**config.mk**
```make
export PLATFORM = sky130hd
export DESIGN_NAME = id_ex_hazard_ctrl
export DESIGN_NICKNAME = d
export VERILOG_FILES = /design/src/rtl/id_ex_hazard_ctrl.sv
export SDC_FILE = /design/constraint.sdc
export NUM_CORES = 1
export LEC_CHECK = 0
export CAP_MARGIN = 20
export CORE_AREA = 2 2 39 41
export DETAILED_ROUTE_END_ITERATION = 10
export DIE_AREA = 0 0 41 43
export PLACE_DENSITY = 0.71
export SLEW_MARGIN = 20
export SYNTH_ARGS = -nofsm -noshare
export SYNTH_HDL_FRONTEND = slang
export SYNTH_SLANG_ARGS = --single-unit
```
**constraint.sdc**
```tcl
create_clock -name i_clk -period 3.65 [get_ports i_clk]
set_input_delay 0.73 -clock i_clk [delete_from_list [all_inputs] [get_ports i_clk]]
set_output_delay 0.73 -clock i_clk [all_outputs]
set_load 0.1 [all_outputs]
```
**src/rtl/id_ex_hazard_ctrl.sv**
```systemverilog
`default_nettype none
// ============================================================================
// Module  : id_ex_hazard_ctrl
// Purpose : Sequencing controller for the dual-issue ID/EX pipeline register.
//           Detects load-use hazards between the EX-stage load and the five
//           ID-stage source registers and inserts LOAD_LAT bubble cycles.
//           Flushes IF/ID for FLUSH_CYC cycles on a taken branch. A global
//           hold freezes the pipeline and all controller state.
// Ports   : i_clk, i_reset (async, active-high), i_ext_hold, i_id_valid,
//           i_id_i1_Rd/Rm, i_id_i2_Rd/Rm/Rn (ID source indices),
//           i_ex_memRead, i_ex_Rd (EX load destination), i_branch_taken,
//           o_idex_regWrite, o_idex_bubble, o_ifid_stall, o_ifid_flush,
//           o_stall_count/o_flush_count (PERF_CNT_EN only).
// Config  : define PERF_CNT_EN to add the 16-bit saturating perf counters.
// Revision: 1.0  initial release
// ============================================================================
module id_ex_hazard_ctrl #(
  parameter int REG_W     = 3,
  parameter int LOAD_LAT  = 1,
  parameter int FLUSH_CYC = 2
) (
  input  logic             i_clk,
  input  logic             i_reset,
  input  logic             i_ext_hold,
  input  logic             i_id_valid,
  input  logic [REG_W-1:0] i_id_i1_Rd,
  input  logic [REG_W-1:0] i_id_i1_Rm,
  input  logic [REG_W-1:0] i_id_i2_Rd,
  input  logic [REG_W-1:0] i_id_i2_Rm,
  input  logic [REG_W-1:0] i_id_i2_Rn,
  input  logic             i_ex_memRead,
  input  logic [REG_W-1:0] i_ex_Rd,
  input  logic             i_branch_taken,
  output logic             o_idex_regWrite,
  output logic             o_idex_bubble,
  output logic             o_ifid_stall,
  output logic             o_ifid_flush
`ifdef PERF_CNT_EN
  ,
  output logic [15:0]      o_stall_count,
  output logic [15:0]      o_flush_count
`endif
);

  localparam logic [1:0] c_RUN   = 2'd0;
  localparam logic [1:0] c_STALL = 2'd1;
  localparam logic [1:0] c_FLUSH = 2'd2;

  // Initial cnt values: the first bubble cycle is spent in RUN, so the
  // counted state only covers the remaining LAT-1 cycles.
  localparam logic [1:0] c_STALL_INIT = (LOAD_LAT  > 1) ? 2'(LOAD_LAT  - 2) : 2'd0;
  localparam logic [1:0] c_FLUSH_INIT = (FLUSH_CYC > 1) ? 2'(FLUSH_CYC - 2) : 2'd0;

  logic [1:0] r_state;
  logic [1:0] r_cnt;
  logic [1:0] w_state_nxt;
  logic [1:0] w_cnt_nxt;
  logic       w_hazard;

  // Register 0 is an ordinary index here; no zero-register exemption.
  assign w_hazard = i_id_valid & i_ex_memRead &
                    ((i_ex_Rd == i_id_i1_Rd) | (i_ex_Rd == i_id_i1_Rm) |
                     (i_ex_Rd == i_id_i2_Rd) | (i_ex_Rd == i_id_i2_Rm) |
                     (i_ex_Rd == i_id_i2_Rn));

  // State register
  always_ff @(posedge i_clk or posedge i_reset) begin
    if (i_reset) begin
      r_state <= c_RUN;
      r_cnt   <= 2'd0;
    end else begin
      r_state <= w_state_nxt;
      r_cnt   <= w_cnt_nxt;
    end
  end

  // Next-state logic. Hold freezes everything; a taken branch overrides and
  // cancels any stall in progress.
  always_comb begin
    w_state_nxt = r_state;
    w_cnt_nxt   = r_cnt;
    if (i_ext_hold) begin
      w_state_nxt = r_state;
      w_cnt_nxt   = r_cnt;
    end else if (i_branch_taken) begin
      w_state_nxt = (FLUSH_CYC > 1) ? c_FLUSH : c_RUN;
      w_cnt_nxt   = c_FLUSH_INIT;
    end else begin
      case (r_state)
        c_RUN: begin
          if (w_hazard && (LOAD_LAT > 1)) begin
            w_state_nxt = c_STALL;
            w_cnt_nxt   = c_STALL_INIT;
          end
        end
        c_STALL, c_FLUSH: begin
          if (r_cnt == 2'd0) begin
            w_state_nxt = c_RUN;
          end else begin
            w_cnt_nxt = r_cnt - 2'd1;
          end
        end
        default: begin
          w_state_nxt = c_RUN;
          w_cnt_nxt   = 2'd0;
        end
      endcase
    end
  end

  // Mealy outputs. Reset is folded in combinationally so the outputs react
  // as soon as reset rises, without waiting for a clock edge.
  always_comb begin
    o_idex_regWrite = 1'b1;
    o_idex_bubble   = 1'b0;
    o_ifid_stall    = 1'b0;
    o_ifid_flush    = 1'b0;
    if (i_reset) begin
      o_idex_regWrite = 1'b0;
      o_idex_bubble   = 1'b1;
    end else if (i_ext_hold) begin
      o_idex_regWrite = 1'b0;
      o_ifid_stall    = 1'b1;
    end else if (i_branch_taken) begin
      o_idex_bubble = 1'b1;
      o_ifid_flush  = 1'b1;
    end else begin
      case (r_state)
        c_RUN: begin
          if (w_hazard) begin
            o_idex_bubble = 1'b1;
            o_ifid_stall  = 1'b1;
          end
        end
        c_STALL: begin
          o_idex_bubble = 1'b1;
          o_ifid_stall  = 1'b1;
        end
        c_FLUSH: begin
          o_idex_bubble = 1'b1;
          o_ifid_flush  = 1'b1;
        end
        default: begin
          o_idex_bubble = 1'b1;
        end
      endcase
    end
  end

`ifdef PERF_CNT_EN
  logic [15:0] r_stall_count;
  logic [15:0] r_flush_count;

  // Outside hold, ifid_stall is only ever raised by a load-use hazard.
  always_ff @(posedge i_clk or posedge i_reset) begin
    if (i_reset) begin
      r_stall_count <= 16'd0;
      r_flush_count <= 16'd0;
    end else if (!i_ext_hold) begin
      if (o_ifid_stall && (r_stall_count != 16'hFFFF)) begin
        r_stall_count <= r_stall_count + 16'd1;
      end
      if (o_ifid_flush && (r_flush_count != 16'hFFFF)) begin
        r_flush_count <= r_flush_count + 16'd1;
      end
    end
  end

  assign o_stall_count = r_stall_count;
  assign o_flush_count = r_flush_count;
`endif

endmodule
`default_nettype wire

```
==> results of run 1 <==
[state kept, by name (all words and copies together), names as in the netlist]
signal	flops
r_cnt	2
r_state	1
[synth_stat cells]
cell / number / area share
a21oi_1: 4 / 0.047
buf_2: 1 / 0.012
buf_6: 3 / 0.079
dfrtp_1: 3 / 0.18
ha_1: 1 / 0.029
inv_1: 5 / 0.044
nand2_1: 3 / 0.026
nand2b_1: 1 / 0.015
nand3_1: 1 / 0.012
nor2_1: 3 / 0.026
nor3_1: 8 / 0.094
nor4_1: 1 / 0.015
nor4b_1: 1 / 0.021
o21ai_0: 5 / 0.059
o31ai_1: 1 / 0.018
or4_1: 1 / 0.018
xor2_1: 15 / 0.31
[power by group]
group | internal [mW] | leakage [nW] | switching (mW) | total, mW
clock network | 0.0411 | 0.0150 | 0.0185 | 0.0596
logic | 0.0600 | 0.257 | 0.0743 | 0.134
registers | 0.0448 | 0.0386 | 0.00795 | 0.0527
total | 0.146 | 0.311 | 0.101 | 0.247
[worst reg2reg max path: stages, from the launching register on]
cell and delay (ns):
dfrtp_1 0.35, inv_1 0.05, ha_1 0.18, nand2b_1 0.18
or4_1 0.40, o21ai_0 0.11
[stage by stage]
stage	cell area [µm²]	hold slack (ns)	setup WS [ns]
after floorplan	430	0.475	0.149
after global placement	697	0.501	0.593
after detailed placement	697	0.506	0.560
after CTS	723	0.515	0.544
after global routing	723	0.590	0.435
final	723	0.509	0.556
[area by class of cell]
type / instances / area share
Inverter: 5 / 0.0260
Multi-Input combinational cell: 45 / 0.412
Clock buffer: 4 / 0.0363
Timing Repair Buffer: 27 / 0.394
Tap cell: 16 / 0.0277
Sequential cell: 3 / 0.104
[logic make-up after synthesis]
| logic type | synth area share |
|---|---|
| buffers and inverters | 0.135 |
| adder cells (fa/ha/maj) | 0.0294 |
| AO/OA/AOI/OAI | 0.124 |
| AND/OR/NAND/NOR | 0.226 |
| XOR/XNOR | 0.309 |
| flip-flops | 0.176 |
[routing by layer]
layer  global-route usage  share of wire  up-vias
met5                    0              0        -
met4                0.100          0.014        0
met3               0.0157          0.069        2
met2                0.263           0.53       25
met1                0.159           0.39      198
li1                     -              -      245
[cells in the final DEF (no fill, tap or decap), drive strengths merged]
cell type       n
clkbuf          4
nor4            1
nand2b          1
ha              1
dfrtp           3
or4             1
o21ai           5
buf             4
nand3           1
clkdlybuf4s50  23
nor3            8
inv             5
a21oi           4
nor4b           1
nand2           3
nor2            3
o31ai           1
xor2           15
[how the worst max path moves through the flow]
| stage | to |
|---|---|
| detailed placement | o_idex_bubble |
| global placement | o_idex_bubble |
| CTS | o_idex_bubble |
| global route | o_idex_bubble |
| floorplan | o_idex_bubble |
| finish | o_idex_bubble |
==> results_dict.tcl, run 1 <==
set metrics [dict create \
    rsz0062_at_grt "false" \
    path_buf_inv 2 \
    multi_input_area_um2 298 \
    r2r_slack_ns 2.27 \
    initial_core_util 0.307 \
    grt_pass1_vias 474 \
    finalHoldViolCount 0 \
    final.min_clock_period_ns 3.09 \
    firstDrtPassIters 2 \
    grt_max_degree 11 \
    core-area_um2 1380 \
    syn2layout_area_growth_pct 70.0 \
    totalPowerFinal_mw 0.247 \
    num-nets-final 110 \
    cts_made_buffers 3 \
    synth_warnings 0 \
    ctsHoldBuffers 0 \
    status "complete, no violations" \
    clkLatencyLatePin_ns 0.24 \
    worst_pin_slew_ns 0.349 \
    rows 14 \
    cp_top_family "buffers and inverters" \
    drive_gt1_frac 0.0952 \
    netlist_instances 57 \
    die_area_um2 1760 \
    hold_path_depth 2 \
    maxCapViolCount 0 \
    clock.fmax_mhz 323 \
    cp_cell_sequence "clkdlybuf4s50_1, xor2_1, nor3_1, nor4b_1, a21oi_1, buf_12" \
    whs_endpoint "r_cnt[1]" \
    cp-end-kind "output pin" \
    regArea_um2 75.1 \
    seq_area_frac_synth 0.176 \
    cts_buffer_depth 2 \
    cts_tree "done" \
    antenna_cells 0 \
    maxSlewHeadroom 0.765 \
    overflow 0 \
    tns_ns 0 \
    antenna_found_initial 0 \
    fin_skew_ns 0.00121 \
    dp.cells 96 \
    clock-sinks 3 \
    drc 0 \
    critPathKind "in2out" \
    leakagePower_nw 0.311 \
    path_clk_slew_ns 0.04 \
    die_w_um 41 \
    wl_per_cell_um 10.6 \
    die_height_um 43 \
    setup_viol 0 \
    synthDistinctLibCells 17 \
    max_stage_delay_ns 0.55 \
    worstPathArrival_ns 2.36 \
    worstPathRequired_ns 2.92 \
    syn_nets 82 \
    slew_violations 0 \
    grtUsageTotal 0.152 \
    vias 470 \
    synth.cell_area_um2 425 \
    worstReg2RegStart "r_cnt[1]" \
    r2r-end "r_cnt[0]" \
    port_buffers 27 \
    clockRootBuffer "clkbuf_4" \
    power.density_nw_per_um2 341 \
    dp_hpwl_um 934 \
    critPathSlowestCell "clkdlybuf4s50_1" \
    vdd_drop_max_v 0.000138 \
    fillCellCount 151 \
    cts_resized 0 \
    finalCritPeriodShare 0.848 \
    final_core_util 0.523 \
    syn_area_per_cell_um2 7.46 \
    vias_per_cell 4.70 \
    wirelength_um 1060 \
    ioPinCount 28 \
    detail-route-antenna-nets 0 \
    crit_start "i_ex_Rd[0]" \
    cp_num_cells 6 \
    synth-seq-cells 3 \
    layoutNonFillerInstCount 100 \
    htree_levels 1 \
    gp_congestion 0.756 \
    post_cts_buffers 0 \
    initialDrtViolationCount 2 \
    hp-class "reg2reg" \
    hold_start "r_cnt[1]" \
    crit_path_max_fanout 5 \
    critPathLaunchType "input port" \
    r2r_cells 5 \
    grt_pass1_wl_um 1750 \
]
Note: power is estimated with default switching activity, not from simulation.
==> run 2: changes to the inputs <==
==> constraint.sdc (replaced) <==
create_clock -name i_clk -period 3.05 [get_ports i_clk]
set_input_delay 0.61 -clock i_clk [delete_from_list [all_inputs] [get_ports i_clk]]
set_output_delay 0.61 -clock i_clk [all_outputs]
set_load 0.1 [all_outputs]
==> run 2 against run 1 <==
Power up 22%; sequential share of layout area down 0.40 points; first-iteration DRC count unchanged.
==> results_dict.tcl, run 2 (synthesis results as in run 1) <==
set metrics [dict create \
    status "complete, no violations" \
    clockRootBuffer "clkbuf_4" \
    rows 14 \
    crit_path_max_fanout 5 \
    wl_met2_um 609 \
    critPathSlowestCell "clkdlybuf4s50_1" \
    drc 0 \
    cts_made_buffers 3 \
    met3_length_um 58 \
    largest_register_ffs 2 \
    maxCapViolCount 0 \
    grt_pass1_vias 470 \
    totalPowerFinal_mw 0.301 \
    cts_buffer_depth 2 \
    finalCritPeriodShare 0.899 \
    vias_per_cell 4.72 \
    antenna_found_initial 0 \
    rsz0062_at_grt "false" \
    ctsHoldBuffers 0 \
    worst_slack_ns 0.309 \
    whs_ns 0.525 \
    detail-route-antenna-nets 0 \
    hp-class "reg2reg" \
    wirelength_um 999 \
    regMostFlops "r_cnt" \
    wl_per_cell_um 9.99 \
    antenna_cells 0 \
    fin_skew_ns 0.00159 \
    top_layer_used "met3" \
    core-area_um2 1380 \
    cts_resized 0 \
    max_stage_delay_ns 0.62 \
    worstPathArrival_ns 2.13 \
    die_w_um 41 \
    ioPinCount 28 \
    worstPathRequired_ns 2.44 \
    vias 472 \
    final_common_cell "clkdlybuf4s50_1" \
    critPathKind "in2out" \
    vdd_drop_max_v 0.000131 \
    clock.fmax_mhz 365 \
    mostFrequentLayoutCells "clkdlybuf4s50_1, xor2_1, nor3_1" \
    worst_pin_slew_ns 0.332 \
    die_height_um 43 \
    gp_congestion 0.679 \
    setup_viol 0 \
    hold_path_depth 2 \
    htree_levels 1 \
    num-nets-final 110 \
    maxSlewHeadroom 0.775 \
    top_regs "r_cnt x2, r_state x1" \
    clock-sinks 3 \
    finalHoldViolCount 0 \
    drive_gt1_frac 0.107 \
    cp_cell_sequence "clkdlybuf4s50_1, xor2_1, nor3_1, nor4b_1, a21oi_2, buf_12" \
    r2r_cells 5 \
    tns_ns 0 \
    port_buffers 27 \
    post_cts_buffers 0 \
    pre_cts_slack_ns 0.284 \
    critPathLaunchType "input port" \
    leakagePower_nw 0.318 \
    firstDrtPassIters 2 \
    power.density_nw_per_um2 400 \
    cp-end-kind "output pin" \
    final.min_clock_period_ns 2.74 \
    clkLatencyLatePin_ns 0.23 \
    die_area_um2 1760 \
    cts_tree "done" \
    syn2layout_area_growth_pct 76.8 \
    path_clk_slew_ns 0.04 \
    initial_core_util 0.307 \
    slew_violations 0 \
    grt_pass1_wl_um 1790 \
    initialDrtViolationCount 2 \
    dp_hpwl_um 907 \
    grtUsageTotal 0.151 \
    overflow 0 \
    routedLengthMet1_um 331 \
    grt_max_degree 11 \
]
-- run 2: cell types whose count changed in the layout (fill, tap and decap cells not counted) --
cell | previous run | this run
a21oi_2 | 0 | 1
buf_12 | 2 | 4
buf_4 | 2 | 0
a21oi_1 | 4 | 3
-- run 2: metal layers --
layer / vias up / GRT usage
li1: 246 / -
met1: 206 / 0.141
met2: 20 / 0.269
met3: 0 / 0.0314
met4: 0 / 0.100
met5: - / 0
-- run 2: layout make-up --
class                      instances  area, µm²
clock buffer                       4       26.3
fill                             123        632
sequential                         3       75.1
inverter                           5       18.8
tap                               16       20.0
timing repair buffer              27        310
multi-input combinational         45        302
-- run 2: worst paths after layout --
path / start / end / slack [ns]
worst max-delay path: i_ex_Rd[1] / o_idex_bubble / 0.31
worst min-delay path: r_cnt[1] / r_cnt[1] / 0.52
worst max register to register: r_cnt[1] / r_cnt[0] / 1.67
worst min register to register: r_cnt[1] / r_cnt[1] / 0.52
max in group asynchronous: i_reset / r_state[1] / 2.19
min in group asynchronous: i_reset / r_cnt[0] / 0.72
-- run 2: metrics by stage --
step | instance area (µm²) | utilization | instances
2_1_floorplan | 434 | - | 57
3_3_place_gp | 726 | 0.524 | 96
3_5_place_dp | 726 | 0.524 | 96
4_1_cts | 752 | 0.543 | 100
5_1_grt | 752 | 0.543 | 100
6_report | 752 | 0.543 | 100
-- run 2: power by group --
group | total (mW) | switching, mW | internal (mW)
clock | 0.0690 | 0.0200 | 0.0490
combinational | 0.168 | 0.0911 | 0.0773
sequential | 0.0636 | 0.0101 | 0.0535
total | 0.301 | 0.121 | 0.180
-- run 2: critical path, delay by kind of cell --
family | cells | cell delay, ns
AOI/OAI and AO/OA | 1 | 0.12
xor gates and xnor gates | 1 | 0.17
buffers and inverters | 2 | 0.80
and+or+nand+nor | 2 | 0.42
